==> src/rtl/popcount_pkg.sv <==
// popcount_pkg: shared state type, default sizes and width helper for the popcount scheduler
package popcount_pkg;
    localparam int DEF_NREQ = 4;
    localparam int DEF_W = 16;
    typedef enum logic [1:0] {IDLE, COUNT, RESP} sched_state_t;
    function automatic int clog2(input int v);
        int r;
        r = 0;
        while ((1 << r) < v) r++;
        return r;
    endfunction
endpackage

==> src/rtl/popcount_serial_core.sv <==
// popcount_serial_core: bit-serial ones counter, one bit per cycle over a W-bit word
module popcount_serial_core
    import popcount_pkg::*;
#(
    parameter int W = DEF_W,
    localparam int CW = clog2(W + 1)
) (
    input  logic          clk,
    input  logic          reset,
    input  logic          load_i,
    input  logic [W-1:0]  din_i,
    output logic          done_o,
    output logic [CW-1:0] count_o
);
    logic [W-1:0]  shift_q;
    logic [CW-1:0] acc_q;
    logic [CW-1:0] idx_q;
    logic          run_q;
    assign done_o = run_q && idx_q == CW'(W - 1);
    assign count_o = acc_q;
    // Load a fresh word, then add its LSB and shift right once per cycle until the last bit is counted
    always_ff @(posedge clk) begin
        if (reset) begin
            shift_q <= '0;
            acc_q <= '0;
            idx_q <= '0;
            run_q <= 1'b0;
        end else if (load_i) begin
            shift_q <= din_i;
            acc_q <= '0;
            idx_q <= '0;
            run_q <= 1'b1;
        end else if (run_q) begin
            acc_q <= acc_q + CW'(shift_q[0]);
            shift_q <= shift_q >> 1;
            idx_q <= idx_q + 1'b1;
            run_q <= !done_o;
        end
    end
endmodule

==> src/rtl/popcount_rr_sched.sv <==
// popcount_rr_sched: round-robin arbiter sharing one serial popcount engine among NREQ requesters
module popcount_rr_sched
    import popcount_pkg::*;
#(
    parameter int NREQ = DEF_NREQ,
    parameter int W = DEF_W,
    localparam int CW = clog2(W + 1),
    localparam int IDW = NREQ > 1 ? clog2(NREQ) : 1
) (
    input  logic              clk,
    input  logic              reset,
    input  logic [NREQ-1:0]   req_valid_i,
    input  logic [NREQ*W-1:0] req_data_i,
    output logic [NREQ-1:0]   req_ready_o,
    output logic              res_valid_o,
    input  logic              res_ready_i,
    output logic [CW-1:0]     res_count_o,
    output logic [IDW-1:0]    res_id_o,
    output logic              busy_o
);
    sched_state_t   state_q, state_d;
    logic [IDW-1:0] rr_ptr_q, rr_ptr_d;
    logic [IDW-1:0] id_q, id_d;
    logic [IDW-1:0] gnt, cand;
    logic [W-1:0]   words [NREQ];
    logic           load, done;
    for (genvar i = 0; i < NREQ; i++) begin : g_word
        assign words[i] = req_data_i[i*W +: W];
    end
    // Walk candidates from farthest to nearest after rr_ptr so the nearest valid requester wins
    always_comb begin
        gnt = rr_ptr_q;
        cand = '0;
        for (int k = NREQ; k >= 1; k--) begin
            cand = IDW'((int'(rr_ptr_q) + k) % NREQ);
            if (req_valid_i[cand]) gnt = cand;
        end
    end
    assign load = state_q == IDLE && |req_valid_i;
    assign req_ready_o = load ? NREQ'(1) << gnt : '0;
    assign res_valid_o = state_q == RESP;
    assign res_id_o = id_q;
    assign busy_o = state_q != IDLE;
    popcount_serial_core #(.W(W)) u_core (
        .clk     (clk),
        .reset   (reset),
        .load_i  (load),
        .din_i   (words[gnt]),
        .done_o  (done),
        .count_o (res_count_o)
    );
    // Sequence accept -> count -> respond; pointer advances only once the result is taken
    always_comb begin
        state_d = state_q;
        rr_ptr_d = rr_ptr_q;
        id_d = id_q;
        unique case (state_q)
            IDLE: if (load) begin
                id_d = gnt;
                state_d = COUNT;
            end
            COUNT: if (done) state_d = RESP;
            RESP: if (res_ready_i) begin
                rr_ptr_d = id_q;
                state_d = IDLE;
            end
            default: state_d = IDLE;
        endcase
    end
    // State, arbitration pointer and result id registers
    always_ff @(posedge clk) begin
        if (reset) begin
            state_q <= IDLE;
            rr_ptr_q <= IDW'(NREQ - 1);
            id_q <= '0;
        end else begin
            state_q <= state_d;
            rr_ptr_q <= rr_ptr_d;
            id_q <= id_d;
        end
    end
endmodule
==> config.mk <==
export PLATFORM = sky130hd
export DESIGN_NAME = popcount_rr_sched
export DESIGN_NICKNAME = d
export VERILOG_FILES = /design/src/rtl/popcount_pkg.sv /design/src/rtl/popcount_serial_core.sv /design/src/rtl/popcount_rr_sched.sv
export SDC_FILE = /design/constraint.sdc
export NUM_CORES = 1
export LEC_CHECK = 0
export CAP_MARGIN = 10
export CORE_MARGIN = 2
export CORE_UTILIZATION = 30
export DETAILED_ROUTE_END_ITERATION = 16
export PLACE_DENSITY = 0.67
export SLEW_MARGIN = 10
export SYNTH_ARGS = -nofsm -noshare
export SYNTH_HDL_FRONTEND = slang
export SYNTH_SLANG_ARGS = --single-unit
export TNS_END_PERCENT = 30
==> constraint.sdc <==
create_clock -name clk -period 2.4 [get_ports clk]
set_input_delay 0.48 -clock clk [delete_from_list [all_inputs] [get_ports clk]]
set_output_delay 0.48 -clock clk [all_outputs]
set_load 0.05 [all_outputs]
==> out/metrics.yaml, run 1 <==
drc: 0
place.gp.congestion: 0.813
wl_mm: 6.13
fillers: 734
grt_pass1_wl_mm: 10.2
viasPerCell: 4.78
place_ws_ns: -0.161
fin_cells: 450
ys_ff_latch: 33
cpMaxStageDelayCell: "or3b_4"
period_minus_slack_ns: 2.28
ant_nets: 0
max_stage_delay_ns: 0.44
power.total_mw: 1.47
critPathLaunchType: "input pin"
dieArea_um2: 7960
arrival_ns: 1.80
status: "finished, final reports clean"
fin_skew_ns: 0.00510
grt_max_degree: 31
peakVddDrop_mv: 0.176
fp.coreArea_um2: 7140
start_util_pct: 30.5
timing.rr.start: "rr_ptr_q[1]"
critical_path_class: "in2out"
cp_data_required_time_ns: 1.92
dp_hpwl_mm: 4.83
drt_iter0_markers: 45
cp_max_fo: 5
slew_viol_final: 0
crit_path_end_kind: "output pin"
avgRoutedWirePerCell_um: 13.6
finish.utilization_pct: 46.1
reg2reg_to: "u_core.shift_q[9]"
h-tree-depth: 2
synth_top_area_share_pct: 30.3
fmax_ghz: 0.439
dieWidth_um: 89.2
tns_ns: 0
dp.cells: 440
endpoint: "req_ready_o[2]"
synth_cells: 256
rsz0062_at_grt: "no"
cts_tree: "built"
setup_ws_ns: 0.124
grt-ovfl-total: 0
worst_pin_slew_ns: 0.500
clock_tree.buffer_depth: 2
setup_viol_count_final: 0
drive_gt1_share_pct: 16.8
die_h_um: 89.2
synth_fp_nets: 331
max_cap_viol_count: 0
hold_viol_final: 0
synth_area_leader_cell: "dfxtp_1"
grt_antenna_before_repair: 0
grt_use_total_pct: 16.5
worstPathCellList: "dlygate4sd2_1 > or3b_4 > and3_4 > and2_1 > buf_4"
clk_pin_slew_worst_paths_ns: 0.07
numCtsBuffers: 5
dr_total_vias: 2151
hold_buffers: 0
fin_crit_sh_pct: 94.8
crit_start: "req_valid_i[3]"
hold_class: "reg2reg"
firstDrtPassIters: 4
io_pins: 84
yosys_warnings: 0
slew_headroom_pct: 66.6
grt_pass1_vias: 2162
area_growth_syn_to_layout_pct: 50.8
fin_nets: 425
cts_root_buffer: "clkbuf_8"
numPortBuffers: 83
antenna_cells: 0
avgSynthCellArea_um2: 8.51
synth.distinct_cells: 37
clock_latency_ns: 0.28
yosysSeqAreaShare_pct: 30.3
num_rows: 31
power_density_nw_per_um2: 448
cts_sinks: 33
r2r_slack_ns: 0.65
synth_area_leaders: "dfxtp_1 (30%), mux2i_1 (8.7%), a211oi_2 (6.9%)"
p_leak_nw: 1.39
netlist_area_um2: 2180
ff2ff_path_depth: 7
synthesized netlist by cell type:
master,number
a21boi_1,1
a211oi_1,5
a31o_2,1
buf_1,1
a21boi_0,1
and2_1,2
dfxtp_1,33
and3_4,1
o21bai_4,1
mux2i_1,19
xnor2_1,1
inv_1,20
a31oi_1,16
ha_1,4
buf_6,4
or3b_1,1
a32oi_1,1
nor2_1,16
nor3_2,1
nor2b_1,2
nor3_1,1
o41ai_4,1
buf_2,4
xor2_1,5
a21o_1,18
nand3_2,1
nand2b_1,6
a211oi_2,12
o21ai_0,1
nand2_1,38
a311oi_1,16
a21oi_1,4
buf_4,4
and3_1,1
clkbuf_1,8
nand4_1,3
a311o_1,2
worst min-delay path by stage:
stage                                 end  cells past startpoint  slack, ns       startpoint
after global placement    u_core.idx_q[4]                      2       0.47  u_core.idx_q[4]
after global routing      u_core.idx_q[4]                      2       0.50  u_core.idx_q[4]
after CTS                 u_core.idx_q[4]                      2       0.48  u_core.idx_q[4]
after floorplan           u_core.idx_q[4]                      2       0.46  u_core.idx_q[4]
after detailed placement  u_core.idx_q[4]                      2       0.47  u_core.idx_q[4]
final                     u_core.idx_q[4]                      2       0.48  u_core.idx_q[4]
metal layers:
layer	vias up	GRT usage, %	part of all wire (%)
li1	1111	-	-
met2	62	28.0	48
met4	0	4.61	1.2
met5	-	0	0
met3	8	4.25	6.1
met1	970	20.6	45
critical path, delay by kind of cell:
| family | cells | cell delay (ns) |
|---|---|---|
| buffers and inverters | 2 | 0.51 |
| and+or+nand+nor | 3 | 0.80 |
power by group:
part	switching [mW]	internal, mW
Clock	0.202	0.201
Sequential	0.0225	0.587
Combinational	0.212	0.248
state kept, by name, summed over array words and instances (netlist names):
register / flops
u_core.idx_q: 5
state_q: 2
res_id_o: 2
rr_ptr_q: 2
u_core.run_q: 1
u_core.count_o: 5
u_core.shift_q: 16
cells by family after synthesis:
group / synth area share, %
fa+ha+maj: 2.30
flops: 30.3
xor+xnor: 2.41
compound gates: 31.5
simple gates: 15.4
mux: 8.73
buf+inv: 9.36
cell usage in the layout, fill, tap and decap left out, types with 2 or more instances in the layout:
| cell | synthesis | routed |
|---|---|---|
| a211oi_1 | 5 | 5 |
| clkinv_2 | 0 | 2 |
| and2_1 | 2 | 2 |
| clkdlybuf4s50_1 | 0 | 74 |
| a31oi_1 | 16 | 16 |
| a21oi_1 | 4 | 4 |
| dlygate4sd2_1 | 0 | 4 |
| a311oi_1 | 16 | 16 |
| nand2_1 | 38 | 38 |
| nor2_1 | 16 | 13 |
| nand4_1 | 3 | 3 |
| a211oi_2 | 12 | 12 |
| ha_1 | 4 | 4 |
| a311o_1 | 2 | 2 |
| mux2i_1 | 19 | 19 |
| clkbuf_8 | 0 | 5 |
| nor2b_1 | 2 | 2 |
| nand2b_1 | 6 | 6 |
| inv_1 | 20 | 20 |
| buf_4 | 4 | 28 |
| nor2_2 | 0 | 3 |
| dfxtp_1 | 33 | 33 |
| xor2_1 | 5 | 5 |
| a21o_1 | 18 | 18 |
layout make-up:
cell class,instances,area (um2),area share (%)
clock inverters,2,10.0,0.305
inverters,20,75.1,2.28
multi-input cells,182,1340,40.6
flip-flops and latches,33,661,20.1
clock buffers,6,72.6,2.21
well taps,99,124,3.77
repair buffers,108,1010,30.7
through the flow:
step	hold WS, ns	instance area (um2)
3_3_place_gp	0.466	3170
3_5_place_dp	0.468	3170
5_1_grt	0.504	3290
2_1_floorplan	0.456	2180
4_1_cts	0.478	3280
6_report	0.480	3290
repair_timing:
| action | CTS | global route |
|---|---|---|
| setup buffers | 2 | 0 |
| resized for setup | 8 | 3 |
| setup endpoints to repair | 4 | 4 |
| pin swaps | 1 | 0 |
No activity file was read; power rests on OpenSTA's default activity.
==> run 2, diff against run 1 <==
- clock period: 2.4 -> 2.12 ns (I/O delays scaled with it)
==> out/metrics.yaml, run 2 (synthesized netlist as in run 1, its figures left out) <==
fillers: 730  # was 734
slew_viol_final: 0  # unchanged
hold_buffers: 0  # unchanged
sequentialPowerShare_pct: 41.6  # was 41.4%
viasPerCell: 4.88  # was 4.78
arrival_ns: 1.65  # was 1.80 ns
cts_sinks: 33  # unchanged
largest_reg_flops: 16  # unchanged
drc: 0  # unchanged
wl_mm: 6.14  # was 6.13 mm
power_density_nw_per_um2: 509  # was 448 nW/um2
avgRoutedWirePerCell_um: 13.7  # was 13.6 um
start_util_pct: 30.5  # unchanged
cp_data_required_time_ns: 1.70  # was 1.92 ns
drive_gt1_share_pct: 18.1  # was 16.8%
fin_crit_sh_pct: 98.1
tns_ns: 0  # unchanged
worst_pin_slew_ns: 0.518  # was 0.500 ns
setup_viol_count_final: 0  # unchanged
numPortBuffers: 83  # unchanged
cts_tree: "built"  # unchanged
rsz0062_at_grt: "no"  # unchanged
grt_max_degree: 31  # unchanged
final_common_cell: "clkdlybuf4s50_1"  # unchanged
cts_root_buffer: "clkbuf_8"  # unchanged
dp_hpwl_mm: 4.78  # was 4.83 mm
critical_path_class: "in2out"  # unchanged
ant_nets: 0  # unchanged
grt_antenna_before_repair: 0  # unchanged
slew_headroom_pct: 65.4  # was 66.6%
ff2ff_path_depth: 7  # unchanged
whs_ns: 0.484  # was 0.480 ns
drt_iter0_markers: 64  # was 45
grt_pass1_wl_mm: 10.1  # was 10.2 mm
firstDrtPassIters: 5  # was 4
max_stage_delay_ns: 0.41  # was 0.44 ns
clk_pin_slew_worst_paths_ns: 0.06  # was 0.07 ns
cp_max_fo: 4  # was 5
p_int_mw: 1.17  # was 1.04 mW
clock_tree.buffer_depth: 2  # unchanged
grt_pass1_vias: 2126  # was 2162
power.switching_uw: 488  # was 436 uW
numCtsBuffers: 5  # unchanged
fin_skew_ns: 0.00326  # was 0.00510 ns
grt_use_total_pct: 16.3  # was 16.5%
peakVddDrop_mv: 0.177  # was 0.176 mV
fp.coreArea_um2: 7140  # unchanged
h-tree-depth: 2  # unchanged
dr_total_vias: 2184  # was 2151
die_h_um: 89.2  # unchanged
finish.utilization_pct: 45.7  # was 46.1%
regMostFlops: "u_core.shift_q"  # unchanged
hold_class: "reg2reg"  # unchanged
p_leak_nw: 1.36  # was 1.39 nW
crit_path_end_kind: "output pin"  # unchanged
antenna_cells: 0  # unchanged
area_growth_syn_to_layout_pct: 49.8  # was 50.8%
cpMaxStageDelayCell: "or3b_4"  # unchanged
dieArea_um2: 7960  # unchanged
most-common-layout-cells: "clkdlybuf4s50_1 (74), nand2_1 (38), dfxtp_1 (32)"  # was clkdlybuf4s50_1 (74), nand2_1 (38), dfxtp_1 (33)
status: "finished, final reports clean"  # unchanged
worstPathCellList: "dlygate4sd2_1 > or3b_4 > and3_4 > and2_1 > buf_4"  # unchanged
fmax_ghz: 0.481
period_minus_slack_ns: 2.08
holdPathStages: 2  # unchanged
hold_viol_final: 0  # unchanged
num_rows: 31  # unchanged
fin_nets: 423  # was 425
clock_latency_ns: 0.28  # about the same
grt-ovfl-total: 0  # unchanged
io_pins: 84  # unchanged
sw_frac_of_total_pct: 29.4  # was 29.6%
p_clk_share_pct: 27.0  # was 27.3%
dieWidth_um: 89.2  # unchanged
critPathLaunchType: "input pin"  # unchanged
place.gp.congestion: 0.858  # was 0.813
max_cap_viol_count: 0  # unchanged
combPwrFrac_pct: 31.4  # was 31.2%
run 2: cell count changes in the layout (fill, tap and decap cells not counted), sizes merged:
cell          previous run  this run
dlygate4sd2              4         1
buf                     29        28
dlymetal6s2s             1         0
clkbuf                   6         9
run 2: area by class of cell:
type	instances	area, um2	share of cell area (%)
Timing Repair Buffer	106	982	30.1
Tap cell	99	124	3.79
Inverter	20	75.1	2.30
Clock buffer	6	72.6	2.22
Clock inverter	2	10.0	0.307
Multi-Input combinational cell	182	1340	41.0
Sequential cell	33	662	20.3
run 2: path summary, 6_finish.rpt:
kind | from | to | slack, ns
max reg2reg | rr_ptr_q[1] | u_core.shift_q[7] | 0.44
min | u_core.idx_q[4] | u_core.idx_q[4] | 0.48
max | req_valid_i[2] | req_ready_o[2] | 0.04
min reg2reg | u_core.idx_q[4] | u_core.idx_q[4] | 0.48
run 2: power by group through the flow:
stage	sequential, mW	combinational, mW	clock (mW)
floorplan	0.706	0.285	0
global placement	0.704	0.508	0
detailed placement	0.704	0.514	0
CTS	0.690	0.519	0.466
global route	0.696	0.571	0.490
finish	0.691	0.522	0.448
run 2: per-stage QoR:
step                setup slack (ns)  std cells  cell area [um2]  power (mW)
floorplan                     -0.105        256             2180       0.991
global placement              -0.291        438             3160        1.21
detailed placement            -0.285        438             3160        1.22
CTS                         0.000154        447             3250        1.67
global route                 0.00830        448             3260        1.76
finish                        0.0411        448             3260        1.66
run 2: repair_timing:
action / 4_1_cts / 5_1_grt
setup buffers: 1 / 1
cloned: 0 / 0
resized for setup: 8 / 11
endpoints found under the setup margin: 4 / 5
pin swaps: 2 / 2
run 2: layer usage:
layer,routed length (um),share of wire [%],global-route usage [%],vias to the layer above
met2,3050,50,28.1,56
met5,0,0,0,-
met4,88,1.4,5.16,0
met1,2700,44,20.3,1008
met3,293,4.8,3.51,11
li1,-,-,-,1109
run 2: worst max-delay path, delay by kind of cell:
family,cells,cell delay (ns)
buffers and inverters,2,0.48
AND/OR/NAND/NOR,3,0.75
